[src/rtl/dispatch_ctrl_pkg.sv]
// Shared types for the dispatch stage: op classes, opcodes, FSM states,
// RS routing, plus the opcode classifier used by decode and ImmGen.
package dispatch_pkg;

  typedef enum logic [2:0] {
    ALU_I   = 3'd0,
    ALU_R   = 3'd1,
    LOAD    = 3'd2,
    STORE   = 3'd3,
    BRANCH  = 3'd4,
    JALR    = 3'd5,
    ILLEGAL = 3'd7
  } op_class_e;

  localparam logic [6:0] OPC_ALU_I  = 7'b0010011;
  localparam logic [6:0] OPC_ALU_R  = 7'b0110011;
  localparam logic [6:0] OPC_LOAD   = 7'b0000011;
  localparam logic [6:0] OPC_STORE  = 7'b0100011;
  localparam logic [6:0] OPC_BRANCH = 7'b1100011;
  localparam logic [6:0] OPC_JALR   = 7'b1100111;

  typedef enum logic [1:0] {
    ST_EMPTY = 2'd0,
    ST_FULL  = 2'd1,
    ST_TRAP  = 2'd2
  } state_e;

  typedef enum logic {
    RT_ALU = 1'b0,
    RT_LSU = 1'b1
  } route_e;

  function automatic op_class_e classify(input logic [6:0] opcode);
    case (opcode)
      OPC_ALU_I:  return ALU_I;
      OPC_ALU_R:  return ALU_R;
      OPC_LOAD:   return LOAD;
      OPC_STORE:  return STORE;
      OPC_BRANCH: return BRANCH;
      OPC_JALR:   return JALR;
      default:    return ILLEGAL;
    endcase
  endfunction

  function automatic route_e route_of(input op_class_e cls);
    return (cls == LOAD || cls == STORE) ? RT_LSU : RT_ALU;
  endfunction

endpackage

[src/rtl/dispatch_ctrl_immgen.sv]
// ImmGen: purely combinational sign-extended immediate for the decoded
// instruction format (I, S, B); R-type and illegal opcodes yield zero.
module dispatch_immgen
  import dispatch_pkg::*;
(
  input  logic [31:0] instr_i,
  output logic [31:0] imm_o
);

  // Bits [19:12] (rs1/funct3) never contribute to an immediate.
  logic unused_fields;
  assign unused_fields = ^instr_i[19:12];

  // Select the immediate layout from the opcode class.
  always_comb begin
    imm_o = '0;
    case (classify(instr_i[6:0]))
      ALU_I, LOAD, JALR: imm_o = {{20{instr_i[31]}}, instr_i[31:20]};
      STORE:             imm_o = {{20{instr_i[31]}}, instr_i[31:25], instr_i[11:7]};
      BRANCH:            imm_o = {{19{instr_i[31]}}, instr_i[31], instr_i[7],
                                  instr_i[30:25], instr_i[11:8], 1'b0};
      default:           imm_o = '0;
    endcase
  end

endmodule

[src/rtl/dispatch_ctrl.sv]
// Single-entry decode/dispatch stage: classifies the fetched instruction,
// allocates a ROB tag and offers a registered packet to the ALU or LSU RS.
// Optional macro DISPATCH_PERF_EN adds perf_disp / perf_stall counters.
module dispatch_ctrl
  import dispatch_pkg::*;
#(
  parameter int TAG_W = 4,
  parameter int XLEN  = 32
) (
  input  logic             clk,
  input  logic             rst_n,
  input  logic             flush_i,
  input  logic             in_valid,
  output logic             in_ready,
  input  logic [31:0]      in_instr,
  input  logic [XLEN-1:0]  in_pc,
  input  logic             rob_ready,
  input  logic [TAG_W-1:0] rob_tag,
  output logic             rob_alloc,
  output logic             alu_valid,
  input  logic             alu_ready,
  output logic             lsu_valid,
  input  logic             lsu_ready,
  output logic [2:0]       d_class,
  output logic [4:0]       d_rd,
  output logic [4:0]       d_rs1,
  output logic [4:0]       d_rs2,
  output logic             d_use_rs1,
  output logic             d_use_rs2,
  output logic             d_wr_rd,
  output logic [2:0]       d_funct3,
  output logic             d_f7b5,
  output logic [XLEN-1:0]  d_imm,
  output logic [XLEN-1:0]  d_pc,
  output logic [TAG_W-1:0] d_tag,
  output logic             illegal_o
`ifdef DISPATCH_PERF_EN
  ,
  output logic [31:0]      perf_disp,
  output logic [31:0]      perf_stall
`endif
);

  state_e     state_q, state_d;
  op_class_e  class_q;
  route_e     route_q;
  logic [4:0] rd_q, rs1_q, rs2_q;
  logic       use_rs1_q, use_rs2_q, wr_rd_q, f7b5_q;
  logic [2:0] funct3_q;
  logic [XLEN-1:0]  imm_q, pc_q;
  logic [TAG_W-1:0] tag_q;

  logic       accept, out_fire;
  op_class_e  in_class;
  logic [31:0] in_imm;

  assign in_class = classify(in_instr[6:0]);

  dispatch_immgen u_immgen (
    .instr_i (in_instr),
    .imm_o   (in_imm)
  );

  // Handshakes, RS offers and next state; flush wins over accept and drain.
  always_comb begin
    state_d   = state_q;
    alu_valid = 1'b0;
    lsu_valid = 1'b0;
    illegal_o = 1'b0;
    out_fire  = 1'b0;
    in_ready  = 1'b0;
    accept    = 1'b0;
    if (state_q == ST_FULL) begin
      alu_valid = (route_q == RT_ALU);
      lsu_valid = (route_q == RT_LSU);
    end
    illegal_o = (state_q == ST_TRAP);
    out_fire  = (alu_valid && alu_ready) || (lsu_valid && lsu_ready);
    in_ready  = rob_ready && !flush_i &&
                ((state_q == ST_EMPTY) || ((state_q == ST_FULL) && out_fire));
    accept    = in_valid && in_ready;
    if (flush_i) begin
      state_d = ST_EMPTY;
    end else if (accept) begin
      state_d = (in_class == ILLEGAL) ? ST_TRAP : ST_FULL;
    end else if ((state_q == ST_FULL) && out_fire) begin
      state_d = ST_EMPTY;
    end
  end

  assign rob_alloc = accept;

  // State register.
  always_ff @(posedge clk or negedge rst_n) begin
    if (!rst_n) state_q <= ST_EMPTY;
    else        state_q <= state_d;
  end

  // Packet capture on accept; fields stay stable while the packet is offered.
  always_ff @(posedge clk or negedge rst_n) begin
    if (!rst_n) begin
      class_q   <= ALU_I;
      route_q   <= RT_ALU;
      rd_q      <= '0;
      rs1_q     <= '0;
      rs2_q     <= '0;
      use_rs1_q <= 1'b0;
      use_rs2_q <= 1'b0;
      wr_rd_q   <= 1'b0;
      funct3_q  <= '0;
      f7b5_q    <= 1'b0;
      imm_q     <= '0;
      pc_q      <= '0;
      tag_q     <= '0;
    end else if (accept) begin
      class_q   <= in_class;
      route_q   <= route_of(in_class);
      rd_q      <= in_instr[11:7];
      rs1_q     <= in_instr[19:15];
      rs2_q     <= in_instr[24:20];
      use_rs1_q <= (in_class != ILLEGAL);
      use_rs2_q <= (in_class == ALU_R) || (in_class == STORE) || (in_class == BRANCH);
      wr_rd_q   <= (in_class != STORE) && (in_class != BRANCH) && (in_instr[11:7] != 5'd0);
      funct3_q  <= in_instr[14:12];
      f7b5_q    <= in_instr[30];
      imm_q     <= in_imm;
      pc_q      <= in_pc;
      tag_q     <= rob_tag;
    end
  end

  assign d_class   = class_q;
  assign d_rd      = rd_q;
  assign d_rs1     = rs1_q;
  assign d_rs2     = rs2_q;
  assign d_use_rs1 = use_rs1_q;
  assign d_use_rs2 = use_rs2_q;
  assign d_wr_rd   = wr_rd_q;
  assign d_funct3  = funct3_q;
  assign d_f7b5    = f7b5_q;
  assign d_imm     = imm_q;
  assign d_pc      = pc_q;
  assign d_tag     = tag_q;

`ifdef DISPATCH_PERF_EN
  logic [31:0] perf_disp_q, perf_stall_q;

  // Dispatch and stall counters; they survive flush and wrap naturally.
  always_ff @(posedge clk or negedge rst_n) begin
    if (!rst_n) begin
      perf_disp_q  <= '0;
      perf_stall_q <= '0;
    end else begin
      if (out_fire)                          perf_disp_q  <= perf_disp_q + 32'd1;
      if ((state_q == ST_FULL) && !out_fire) perf_stall_q <= perf_stall_q + 32'd1;
    end
  end

  assign perf_disp  = perf_disp_q;
  assign perf_stall = perf_stall_q;
`endif

endmodule

[config.mk]
export PLATFORM = sky130hd
export DESIGN_NAME = dispatch_ctrl
export DESIGN_NICKNAME = d
export VERILOG_FILES = /design/src/rtl/dispatch_ctrl_pkg.sv /design/src/rtl/dispatch_ctrl_immgen.sv /design/src/rtl/dispatch_ctrl.sv
export SDC_FILE = /design/constraint.sdc
export NUM_CORES = 1
export LEC_CHECK = 0
export BUFFER_PORTS_ARGS = -buffer_cell sky130_fd_sc_hd__buf_2
export CAP_MARGIN = 20
export CORE_ASPECT_RATIO = 1.75
export CORE_UTILIZATION = 35
export CTS_CLUSTER_DIAMETER = 100
export DETAILED_ROUTE_END_ITERATION = 8
export PLACE_DENSITY = 0.65
export SYNTH_ARGS = -nofsm -noshare
export SYNTH_HDL_FRONTEND = slang
export SYNTH_SLANG_ARGS = --single-unit
[constraint.sdc]
create_clock -name clk -period 4.75 [get_ports clk]
set_input_delay 0.7125 -clock clk [delete_from_list [all_inputs] [get_ports clk]]
set_output_delay 0.7125 -clock clk [all_outputs]
set_load 0.02 [all_outputs]
==> metrics.txt <==
# TYPE chip_impl_metric gauge
chip_impl_metric{name="ctsHtreeMaxLevel",unit=""} 3
chip_impl_info{name="yosys-top-cells-area",value="sky130_fd_sc_hd__dfrtp_1 57%, sky130_fd_sc_hd__mux2_2 12%, sky130_fd_sc_hd__mux2_4 9.4%"} 1
chip_impl_metric{name="synth.yosys.warnings",unit=""} 0
chip_impl_metric{name="grt_overflow",unit=""} 0
chip_impl_metric{name="cts_repair_resize_count",unit=""} 0
chip_impl_info{name="crit_chain",value="mux2i_1 -> nand2_1 -> nand2_1 -> clkinv_2 -> buf_2"} 1
chip_impl_metric{name="ys_async_sr_fraction",unit="%"} 100
chip_impl_info{name="critical_path.reg2reg.endpoint",value="d_pc[0]"} 1
chip_impl_metric{name="dpl.cell_count",unit=""} 508
chip_impl_metric{name="cp.buffers_inverters",unit=""} 2
chip_impl_metric{name="synth-seq-cells",unit=""} 77
chip_impl_metric{name="sequential_fraction_of_the_synthesis_area",unit="%"} 57.5
chip_impl_metric{name="reg2reg_setup_slack",unit="ns"} 2.38
chip_impl_info{name="hold_path.class",value="reg -> reg"} 1
chip_impl_metric{name="wire_length_of_the_first_global_routing_pass",unit="um"} 12900
chip_impl_metric{name="drcViolationCount",unit=""} 0
chip_impl_metric{name="layout.core_utilization",unit="%"} 48.5
chip_impl_info{name="reg_to_reg_start",value="route_q"} 1
chip_impl_info{name="hold_path.startpoint",value="d_rs2[4]"} 1
chip_impl_metric{name="post_layout_nonfiller_instances",unit=""} 524
chip_impl_info{name="netlist.top_cell.by_area",value="sky130_fd_sc_hd__dfrtp_1"} 1
chip_impl_metric{name="netlist-cell-type-count",unit=""} 35
chip_impl_metric{name="cts.path.max_buffers",unit=""} 2
chip_impl_metric{name="row_count",unit=""} 46
chip_impl_metric{name="post-route-worst-setup-slack",unit="ns"} 1.93
chip_impl_metric{name="synth.top_cell.area_share",unit="%"} 57.5
chip_impl_metric{name="dp_hpwl",unit="um"} 5890
chip_impl_metric{name="route.detailed.vias_per_inst",unit=""} 4.74
chip_impl_info{name="endpoint_kind",value="output pin"} 1
chip_impl_metric{name="numClockSinks",unit=""} 77
chip_impl_info{name="yosys.cell_count.top_type",value="sky130_fd_sc_hd__dfrtp_1"} 1
chip_impl_metric{name="ir_drop",unit="mV"} 0.235
chip_impl_info{name="crit_slowest_cell",value="sky130_fd_sc_hd__dfrtp_1"} 1
chip_impl_metric{name="synthesis.area_per_instance",unit="um2"} 13.6
chip_impl_metric{name="synth.cell_area",unit="um2"} 3350
chip_impl_metric{name="syn_nets",unit=""} 321
chip_impl_metric{name="floorplan.die_area",unit="um2"} 9990
chip_impl_info{name="hold_path_end",value="d_rs2[4]"} 1
chip_impl_metric{name="hold-path-cell-count",unit=""} 1
chip_impl_info{name="grt_setup_unrepaired",value="false"} 1
chip_impl_metric{name="final-max-slew-violation-count",unit=""} 0
chip_impl_metric{name="maxCapViolCount",unit=""} 0
chip_impl_info{name="source_of_the_critical_timing_path",value="route_q"} 1
chip_impl_metric{name="r2r.worst_path.cells",unit=""} 6
chip_impl_metric{name="port-buffer-count",unit=""} 172
chip_impl_info{name="cpMostUsedCell",value="sky130_fd_sc_hd__nand2_1"} 1
chip_impl_metric{name="worst_ep_required_time",unit="ns"} 4.04
chip_impl_metric{name="cts_hold_buf",unit=""} 0
chip_impl_metric{name="fin_crit_sh",unit="%"} 59.3
chip_impl_metric{name="antenna_violating_nets_post_route",unit=""} 0
chip_impl_metric{name="floorplan.die.height",unit="um"} 131
chip_impl_info{name="ys_top_cells_by_count",value="77 x sky130_fd_sc_hd__dfrtp_1, 37 x sky130_fd_sc_hd__mux2_2, 21 x sky130_fd_sc_hd__mux2_4, 19 x sky130_fd_sc_hd__buf_4, 12 x sky130_fd_sc_hd__nor2_1"} 1
chip_impl_metric{name="worst-path-max-fanout",unit=""} 23
chip_impl_metric{name="routed-via-count",unit=""} 2483
chip_impl_metric{name="p_leak",unit="nW"} 2.27
chip_impl_metric{name="timing_hold_violations_final",unit=""} 0
chip_impl_metric{name="critical_path_stages",unit=""} 5
chip_impl_metric{name="cts-buffers-inserted",unit=""} 9
chip_impl_info{name="crit_path_start_kind",value="flip-flop"} 1
chip_impl_metric{name="initial_core_util",unit="%"} 36.4
chip_impl_metric{name="antenna-diode-count",unit=""} 0
chip_impl_metric{name="critical_path_s_largest_stage_delay",unit="ns"} 0.43
chip_impl_metric{name="maxSlewHeadroom",unit="%"} 35.4
chip_impl_metric{name="fp.dieW",unit="um"} 76.0
chip_impl_info{name="run_status",value="finished clean"} 1
chip_impl_info{name="cp_top_family",value="buffers and inverters"} 1
chip_impl_metric{name="core_area",unit="um2"} 9210
chip_impl_metric{name="first_global_vias",unit=""} 2592
chip_impl_metric{name="num-nets-final",unit=""} 474
chip_impl_metric{name="postCtsSetupRepairBufs",unit=""} 0
chip_impl_metric{name="layout-drive-gt1-share",unit="%"} 62.1
chip_impl_metric{name="detail_route.wl_per_cell",unit="um"} 15.3
chip_impl_metric{name="clock_latency",unit="ns"} 0.33
chip_impl_metric{name="drt_first_pass_iters",unit=""} 4
chip_impl_metric{name="final_period_minus_worst_setup_slack",unit="ns"} 2.82
chip_impl_metric{name="clkSlewWorstSetupHoldPaths",unit="ns"} 0.05
chip_impl_metric{name="place_congestion",unit=""} 0.759
chip_impl_info{name="synth_top_flop_cell",value="sky130_fd_sc_hd__dfrtp_1"} 1
chip_impl_metric{name="worst_clock_skew",unit="ns"} 0.00352
chip_impl_info{name="cts_tree",value="yes"} 1
chip_impl_metric{name="max_slew.worst_pin.slew",unit="ns"} 0.969
chip_impl_metric{name="tns",unit="ns"} 0
chip_impl_info{name="root_buffer_master",value="sky130_fd_sc_hd__clkbuf_16"} 1
chip_impl_metric{name="detail_route.iter0.violations",unit=""} 86
chip_impl_metric{name="grt_antenna_before_repair",unit=""} 0
chip_impl_metric{name="worstPathArrival",unit="ns"} 2.10
chip_impl_info{name="crit_type",value="reg -> out"} 1
chip_impl_metric{name="largest_net_degree_at_the_start_of_global_routing",unit=""} 78
chip_impl_metric{name="groute.usage.overall",unit="%"} 16.6
chip_impl_metric{name="pin_count",unit=""} 173
chip_impl_metric{name="post_synth_inst_count",unit=""} 246
chip_impl_metric{name="finalWirelength",unit="um"} 8020
chip_impl_metric{name="synth_edf_count",unit=""} 0
chip_impl_metric{name="timing.fmax",unit="MHz"} 355
chip_impl_metric{name="report.final.setup_viol",unit=""} 0
chip_impl_metric{name="synthToLayoutAreaGrowth",unit="%"} 33.2
chip_impl_metric{name="p_per_area",unit="nW/um2"} 465
chip_impl_metric{name="fin_hold_ws",unit="ns"} 0.499
chip_impl_metric{name="pre_cts_ws",unit="ns"} 1.96
## per-layer routing
metal  share of wire [%]  global-route usage (%)  vias up
met5                   0                       0        -
met4                 4.1                    11.9        0
met2                  53                    28.4       94
met1                  38                    18.1     1213
li1                    -                       -     1155
met3                 5.1                    3.33       21
## cells in the final DEF (no fill, tap or decap)
cell type	n
sky130_fd_sc_hd__and4b_1	1
sky130_fd_sc_hd__mux2_2	37
sky130_fd_sc_hd__a22oi_1	4
sky130_fd_sc_hd__o2111a_1	1
sky130_fd_sc_hd__nand3b_1	1
sky130_fd_sc_hd__nand2_1	9
sky130_fd_sc_hd__clkbuf_8	3
sky130_fd_sc_hd__mux2_4	21
sky130_fd_sc_hd__buf_4	3
sky130_fd_sc_hd__a21oi_2	1
sky130_fd_sc_hd__clkinvlp_4	1
sky130_fd_sc_hd__bufinv_16	1
sky130_fd_sc_hd__clkinv_2	2
sky130_fd_sc_hd__clkbuf_1	1
sky130_fd_sc_hd__buf_2	171
sky130_fd_sc_hd__nand4b_1	1
sky130_fd_sc_hd__dfrtp_1	77
sky130_fd_sc_hd__o22ai_1	1
sky130_fd_sc_hd__nand2b_1	1
sky130_fd_sc_hd__clkbuf_16	9
sky130_fd_sc_hd__a31oi_1	2
sky130_fd_sc_hd__o21ai_0	6
sky130_fd_sc_hd__nor4bb_1	1
sky130_fd_sc_hd__nand4_1	1
sky130_fd_sc_hd__a32oi_1	1
sky130_fd_sc_hd__a22o_1	9
sky130_fd_sc_hd__nand3b_2	1
sky130_fd_sc_hd__or2_2	1
sky130_fd_sc_hd__inv_1	4
sky130_fd_sc_hd__a21oi_1	10
sky130_fd_sc_hd__or3_1	1
sky130_fd_sc_hd__mux2i_1	1
sky130_fd_sc_hd__nor3_1	3
sky130_fd_sc_hd__and3_1	1
sky130_fd_sc_hd__nor2_1	12
sky130_fd_sc_hd__nor3b_1	2
sky130_fd_sc_hd__nor4_1	1
sky130_fd_sc_hd__nor2b_1	1
## power breakdown
group	switching (mW)	leakage, nW	internal (mW)	total, mW
Clock	0.251	0.152	0.449	0.699
Sequential	0.0616	0.930	0.780	0.842
Combinational	0.304	1.19	0.231	0.535
## logic make-up after synthesis
family	share of synthesized area, %
compound gates	7.05
buf+inv	7.39
flops	57.5
mux	22.1
simple gates	5.97
## layout make-up
class | count | area [um2]
clock inverter | 3 | 42.5
sequential | 77 | 1930
clock buffer | 13 | 270
tap | 120 | 150
inverter | 5 | 20.0
multi-input combinational | 132 | 1180
timing repair buffer | 174 | 878
fill | 872 | 4740
## stage by stage
step | instance area (um2) | power, mW
floorplan | 3350 | 1.19
global placement | 4150 | 1.38
detailed placement | 4150 | 1.39
CTS | 4470 | 2.11
global route | 4470 | 2.17
finish | 4470 | 2.08
## worst max-delay path by stage
| stage | to |
|---|---|
| CTS | rob_alloc |
| floorplan | rob_alloc |
| detailed placement | rob_alloc |
| global route | rob_alloc |
| global placement | rob_alloc |
| finish | rob_alloc |
## registers in the layout, indices dropped and copies added (netlist names), 2 cells and up
name      cells
d_pc         32
d_imm        13
d_rd          5
d_rs1         5
d_rs2         5
d_tag         4
d_class       3
d_funct3      3
state_q       2
Power figures use the tool's default switching activity.
